<file path="src/rtl/reg_file_scoreboard_if.sv">
// Decode/write-back bus of the integer register file with its pending-write scoreboard.
// master drives operand reads, issue claims and write-backs; slave is the register file.
interface reg_file_scoreboard_if #(
    parameter int unsigned XLEN = 32
);
    logic [4:0]      rs1_addr;
    logic [4:0]      rs2_addr;
    logic            rs1_used;
    logic            rs2_used;
    logic [XLEN-1:0] rs1_data;
    logic [XLEN-1:0] rs2_data;
    logic            issue_valid;
    logic [4:0]      issue_rd;
    logic            issue_we;
    logic            stall;
    logic [4:0]      wb_rd;
    logic [XLEN-1:0] wb_data;
    logic            wb_we;
    logic            err_underflow;

    modport master (
        output rs1_addr, rs2_addr, rs1_used, rs2_used,
        output issue_valid, issue_rd, issue_we,
        output wb_rd, wb_data, wb_we,
        input  rs1_data, rs2_data, stall, err_underflow
    );

    modport slave (
        input  rs1_addr, rs2_addr, rs1_used, rs2_used,
        input  issue_valid, issue_rd, issue_we,
        input  wb_rd, wb_data, wb_we,
        output rs1_data, rs2_data, stall, err_underflow
    );
endinterface

</file>
<file path="src/rtl/reg_file_scoreboard.sv">
// x0..x31 register file with write-through bypass and per-register in-flight-write counters
// that stall decode on RAW hazards or when a destination's counter is saturated.
module reg_file_scoreboard #(
    parameter int unsigned XLEN   = 32,
    parameter int unsigned PEND_W = 2
) (
    input logic                  clk,
    input logic                  rst_n,
    reg_file_scoreboard_if.slave bus
);
    localparam logic [PEND_W-1:0] PEND_MAX = '1;
    localparam logic [PEND_W-1:0] PEND_ONE = PEND_W'(1);

    logic [XLEN-1:0]   regs_q [32];
    logic [XLEN-1:0]   regs_d [32];
    logic [PEND_W-1:0] pend_q [32];
    logic [PEND_W-1:0] pend_d [32];
    logic              err_q;
    logic              err_d;

    logic src1_haz;
    logic src2_haz;
    logic dest_haz;
    logic claim;
    logic retire;

    always_comb begin
        bus.rs1_data = '0;
        if (bus.rs1_addr != 5'd0) begin
            if (bus.wb_we && bus.wb_rd == bus.rs1_addr) bus.rs1_data = bus.wb_data;
            else                                        bus.rs1_data = regs_q[bus.rs1_addr];
        end
    end

    always_comb begin
        bus.rs2_data = '0;
        if (bus.rs2_addr != 5'd0) begin
            if (bus.wb_we && bus.wb_rd == bus.rs2_addr) bus.rs2_data = bus.wb_data;
            else                                        bus.rs2_data = regs_q[bus.rs2_addr];
        end
    end

    // A source whose last outstanding write retires this cycle is served by the bypass.
    always_comb begin
        src1_haz = bus.rs1_used && (bus.rs1_addr != 5'd0) && (pend_q[bus.rs1_addr] != '0) &&
                   !(bus.wb_we && bus.wb_rd == bus.rs1_addr && pend_q[bus.rs1_addr] == PEND_ONE);
        src2_haz = bus.rs2_used && (bus.rs2_addr != 5'd0) && (pend_q[bus.rs2_addr] != '0) &&
                   !(bus.wb_we && bus.wb_rd == bus.rs2_addr && pend_q[bus.rs2_addr] == PEND_ONE);
        dest_haz = bus.issue_we && (bus.issue_rd != 5'd0) && (pend_q[bus.issue_rd] == PEND_MAX) &&
                   !(bus.wb_we && bus.wb_rd == bus.issue_rd);
        bus.stall = bus.issue_valid && (src1_haz || src2_haz || dest_haz);
        claim     = bus.issue_valid && !bus.stall && bus.issue_we && (bus.issue_rd != 5'd0);
        retire    = bus.wb_we && (bus.wb_rd != 5'd0);
    end

    always_comb begin
        regs_d = regs_q;
        pend_d = pend_q;
        err_d  = err_q;
        if (retire) regs_d[bus.wb_rd] = bus.wb_data;
        // Claim and retire of the same register cancel, even from a zero count.
        if (!(claim && retire && bus.issue_rd == bus.wb_rd)) begin
            if (claim) pend_d[bus.issue_rd] = pend_q[bus.issue_rd] + PEND_ONE;
            if (retire) begin
                if (pend_q[bus.wb_rd] != '0) pend_d[bus.wb_rd] = pend_q[bus.wb_rd] - PEND_ONE;
                else                         err_d = 1'b1;
            end
        end
    end

    always_ff @(posedge clk) begin
        if (!rst_n) begin
            regs_q <= '{default: '0};
            pend_q <= '{default: '0};
            err_q  <= 1'b0;
        end else begin
            regs_q <= regs_d;
            pend_q <= pend_d;
            err_q  <= err_d;
        end
    end

    assign bus.err_underflow = err_q;
endmodule

</file>
<file path="src/flat_wrapper.sv">
// flat-port wrapper written by rule: the top's interface ports become plain ports
module reg_file_scoreboard_flat 
#(
    parameter int unsigned XLEN   = 32,
    parameter int unsigned PEND_W = 2
)
  (clk, rst_n, bus_rs1_addr, bus_rs2_addr, bus_rs1_used, bus_rs2_used, bus_issue_valid, bus_issue_rd, bus_issue_we, bus_wb_rd, bus_wb_data, bus_wb_we, bus_rs1_data, bus_rs2_data, bus_stall, bus_err_underflow);
  reg_file_scoreboard_if #(.XLEN(XLEN)) bus_i ();
  input logic clk;
  input logic rst_n;
  input wire logic [$bits(bus_i.rs1_addr)-1:0] bus_rs1_addr;
  input wire logic [$bits(bus_i.rs2_addr)-1:0] bus_rs2_addr;
  input wire logic [$bits(bus_i.rs1_used)-1:0] bus_rs1_used;
  input wire logic [$bits(bus_i.rs2_used)-1:0] bus_rs2_used;
  input wire logic [$bits(bus_i.issue_valid)-1:0] bus_issue_valid;
  input wire logic [$bits(bus_i.issue_rd)-1:0] bus_issue_rd;
  input wire logic [$bits(bus_i.issue_we)-1:0] bus_issue_we;
  input wire logic [$bits(bus_i.wb_rd)-1:0] bus_wb_rd;
  input wire logic [$bits(bus_i.wb_data)-1:0] bus_wb_data;
  input wire logic [$bits(bus_i.wb_we)-1:0] bus_wb_we;
  output wire logic [$bits(bus_i.rs1_data)-1:0] bus_rs1_data;
  output wire logic [$bits(bus_i.rs2_data)-1:0] bus_rs2_data;
  output wire logic [$bits(bus_i.stall)-1:0] bus_stall;
  output wire logic [$bits(bus_i.err_underflow)-1:0] bus_err_underflow;
  assign bus_i.rs1_addr = bus_rs1_addr;
  assign bus_i.rs2_addr = bus_rs2_addr;
  assign bus_i.rs1_used = bus_rs1_used;
  assign bus_i.rs2_used = bus_rs2_used;
  assign bus_i.issue_valid = bus_issue_valid;
  assign bus_i.issue_rd = bus_issue_rd;
  assign bus_i.issue_we = bus_issue_we;
  assign bus_i.wb_rd = bus_wb_rd;
  assign bus_i.wb_data = bus_wb_data;
  assign bus_i.wb_we = bus_wb_we;
  assign bus_rs1_data = bus_i.rs1_data;
  assign bus_rs2_data = bus_i.rs2_data;
  assign bus_stall = bus_i.stall;
  assign bus_err_underflow = bus_i.err_underflow;
  reg_file_scoreboard #(.XLEN(XLEN), .PEND_W(PEND_W)) u_core (.clk(clk), .rst_n(rst_n), .bus(bus_i));
endmodule
</file>
<file path="config.mk">
export PLATFORM = sky130hd
export DESIGN_NAME = reg_file_scoreboard_flat
export DESIGN_NICKNAME = d
export VERILOG_FILES = /design/src/rtl/reg_file_scoreboard_if.sv /design/src/rtl/reg_file_scoreboard.sv /design/src/flat_wrapper.sv
export SDC_FILE = /design/constraint.sdc
export NUM_CORES = 2
export LEC_CHECK = 0
export ABC_AREA = 1
export CORE_MARGIN = 2
export CORE_UTILIZATION = 55
export CTS_CLUSTER_DIAMETER = 200
export CTS_CLUSTER_SIZE = 40
export DETAILED_ROUTE_END_ITERATION = 12
export GPL_ROUTABILITY_DRIVEN = 0
export PLACE_DENSITY = 0.72
export SLEW_MARGIN = 30
export SYNTH_ARGS = -nofsm -noshare
export SYNTH_HDL_FRONTEND = slang
export SYNTH_SLANG_ARGS = --single-unit
</file>
<file path="constraint.sdc">
create_clock -name clk -period 6.7 [get_ports clk]
set_input_delay 1.005 -clock clk [delete_from_list [all_inputs] [get_ports clk]]
set_output_delay 1.005 -clock clk [all_outputs]
set_load 0.05 [all_outputs]
</file>
==> results.sh <==
export IMPL_outcome="completed"
export IMPL_cts_repair_resized=0
export IMPL_synth_cell_types=39
export IMPL_crit_type="in2out"
export IMPL_p_int_mw=8.03
export IMPL_drv_cap=0
export IMPL_vdd_ir_drop_max_mv=0.278
export IMPL_dp_hpwl_um=136000
export IMPL_max_freq_mhz=171
export IMPL_cts_max_level=1
export IMPL_synth_top_family_by_area="compound AO/OA/AOI/OAI gates"
export IMPL_grt_overflow=0
export IMPL_cp_startpoint="bus_rs2_addr[0]"
export IMPL_clockRootBuffer="clkbuf_16"
export IMPL_nNetsFinal=8166
export IMPL_drive_above_1_share=0.0386
export IMPL_route_detailed_wl_per_inst_um=25.3
export IMPL_netlist_top_cells_count="2168 x o21ai_0, 1575 x a21oi_1, 1089 x dfxtp_1"
export IMPL_power_density_mw_per_mm2=196
export IMPL_hold_viol_final=0
export IMPL_fillers=10149
export IMPL_io_pins=125
export IMPL_synth_nets=8802
export IMPL_hold_depth=2
export IMPL_setup_tns_ns=0
export IMPL_synth_xor_area_frac=0.000301
export IMPL_synth_fa_ha_area_frac=0.000430
export IMPL_initial_utilization=0.554
export IMPL_cts_hold_buf=0
export IMPL_start_kind="input port"
export IMPL_coreArea_sq_mm=0.105
export IMPL_synth_compound_area_frac=0.390
export IMPL_finalClockSkew_ns=0.00907
export IMPL_yosysMostFrequentCell="o21ai_0"
export IMPL_ant_nets=0
export IMPL_synth_area_leaders="dfxtp_1 37%, o21ai_0 19%, a21oi_1 14%"
export IMPL_synth_edf_count=0
export IMPL_worstMarginPinSlew_ns=1.14
export IMPL_finalMaxSlewViolations=0
export IMPL_cts_buffers=31
export IMPL_combPwrFrac=0.194
export IMPL_crit_arrival_ns=4.85
export IMPL_end_kind="output pin"
export IMPL_r2r_end="u_core.pend_q[41]"
export IMPL_dp_cells=9462
export IMPL_muxShareOfSynthArea=0.000860
export IMPL_regArea_sq_mm=0.0218
export IMPL_async_flop_share=0
export IMPL_clock_latency_ns=0.74
export IMPL_worst_path_max_fanout=106
export IMPL_r2r_start="u_core.pend_q[19]"
export IMPL_cts_num_sinks=1089
export IMPL_grtUsageTotal=0.421
export IMPL_setup_viol=0
export IMPL_synth_seq_area_share=0.375
export IMPL_slew_headroom=0.238
export IMPL_power_frac_seq=0.558
export IMPL_p_sw_frac=0.322
export IMPL_io_buffer_count=124
export IMPL_min_to="u_core.regs_q[993]"
export IMPL_die_area_sq_mm=0.108
export IMPL_die_w_um=329
export IMPL_synth_top_area_cell="dfxtp_1"
export IMPL_synth_flop_cell="dfxtp_1"
export IMPL_p_total_mw=11.9
export IMPL_rsz0062_at_grt="no"
export IMPL_vias_per_cell=6.81
export IMPL_worstPathRequired_ns=5.69
export IMPL_fp_row_count=119
export IMPL_ys_warnings_count=0
export IMPL_avgSynthCellArea_sq_um=6.66
export IMPL_synthDominantCellAreaShare=0.375
export IMPL_clock_power_share=0.247
export IMPL_p_switching_mw=3.82
export IMPL_clock_path_buffers=3
export IMPL_grt_max_degree=230
export IMPL_fin_crit_sh=0.873
export IMPL_firstDrtPassIters=9
export IMPL_synthCells=8741
export IMPL_ys_ff_latch=1089
export IMPL_first_global_vias=57227
export IMPL_multiInputGateArea_sq_mm=0.0310
export IMPL_antenna_found_initial=10
export IMPL_wl_um=240000
export IMPL_cts_tree="yes"
export IMPL_synth_simple_gate_area_frac=0.136
export IMPL_vias=64709
export IMPL_min_path_type="reg2reg"
export IMPL_area_delta_synth_final_pct=3.88
export IMPL_drtIter0Drc=11911
export IMPL_p_leak_nw=21.3
export IMPL_dieHeight_um=329
export IMPL_min_from="u_core.regs_q[993]"
export IMPL_netlist_area_sq_mm=0.0582
export IMPL_clk_pin_slew_ns=0.15
export IMPL_grt_first_pass_wirelength_um=355000
export IMPL_cts_setup_buffers=0
export IMPL_finalNonFillerCells=9498
export IMPL_post_route_min_period_ns=5.85
export IMPL_drcViolationCount=0
export IMPL_worstRegToRegCells=14
export IMPL_reg2reg_slack_ns=3.31
-- worst max path at each step --
stage	end
2_1_floorplan	bus_rs1_data[2]
3_3_place_gp	bus_rs2_data[17]
3_5_place_dp	u_core.pend_q[41]
4_1_cts	bus_stall
5_1_grt	bus_stall
6_report	bus_rs2_data[17]
-- logic make-up (layout without fill, tap and decap cells) --
logic type / after synthesis / in the layout
other: 0 / 2
AOI/OAI and AO/OA: 4264 / 4264
and+or+nand+nor: 1916 / 1916
xor gates and xnor gates: 2 / 2
buffers and inverters: 1463 / 827
DFF: 1089 / 1089
muxes: 5 / 5
adders and majority gates: 2 / 2
-- state kept, by name, summed over array words and instances (netlist names) --
register                  count
u_core.bus.err_underflow      1
u_core.pend_q                64
u_core.regs_q              1024
-- layer usage --
metal | track usage | share of wire | wire [um] | up-vias
li1 | - | - | - | 29149
met1 | 0.558 | 0.37 | 88800 | 29550
met3 | 0.117 | 0.15 | 36900 | 985
met2 | 0.620 | 0.41 | 98000 | 5013
met5 | 0 | 0.00079 | 190 | -
met4 | 0.232 | 0.066 | 15900 | 12
-- through the flow --
stage / utilization / setup WS (ns) / cell area [sq um] / hold WS, ns
6_report: 0.575 / 0.849 / 60500 / 0.454
5_1_grt: 0.575 / 0.779 / 60500 / 0.471
4_1_cts: 0.575 / 1.09 / 60400 / 0.452
3_5_place_dp: 0.567 / 1.04 / 59600 / 0.432
3_3_place_gp: 0.565 / 0.798 / 59400 / 0.425
2_1_floorplan: - / 1.99 / 58200 / 0.417
-- layout by cell type, fill, tap and decap left out, drive strengths merged, types with 18 or more instances in the layout --
cell type	Yosys	final
clkinv	8	21
inv	508	497
dfxtp	1089	1089
nand3	487	487
o211ai	267	267
nor3	18	18
clkbuf	753	32
o221ai	77	77
a21oi	1575	1575
clkdlybuf4s50	0	75
nor2	576	576
buf	194	202
o22ai	76	76
a211oi	30	30
o21ai	2171	2171
o2111ai	31	31
nand2	810	810
-- power groups by stage --
stage               Sequential [mW]  Clock [mW]  Combinational, mW
floorplan                      6.74           0               1.38
global placement               6.75           0               2.17
detailed placement             6.75           0               2.19
CTS                            6.61        2.93               2.20
global route                   6.63        3.13               2.41
finish                         6.62        2.93               2.30
-- area by class of cell --
cell class                      instances  area share
Multi-Input combinational cell       6189       0.513
Sequential cell                      1089       0.361
Timing Repair Buffer                  278      0.0518
Inverter                              516      0.0325
Tap cell                             1391      0.0288
Clock buffer                           31      0.0128
Clock inverter                          2    0.000828
Antenna cell                            2   0.0000828
-- critical path, stage by stage --
cell      delay [ns]
buf_8           0.20
inv_8           0.59
buf_4           0.82
o21ai_0         0.18
a211oi_1        0.38
nor4_1          0.11
o311ai_1        0.82
a21oi_1         0.33
buf_12          0.25
Power figures use the tool's default switching activity.
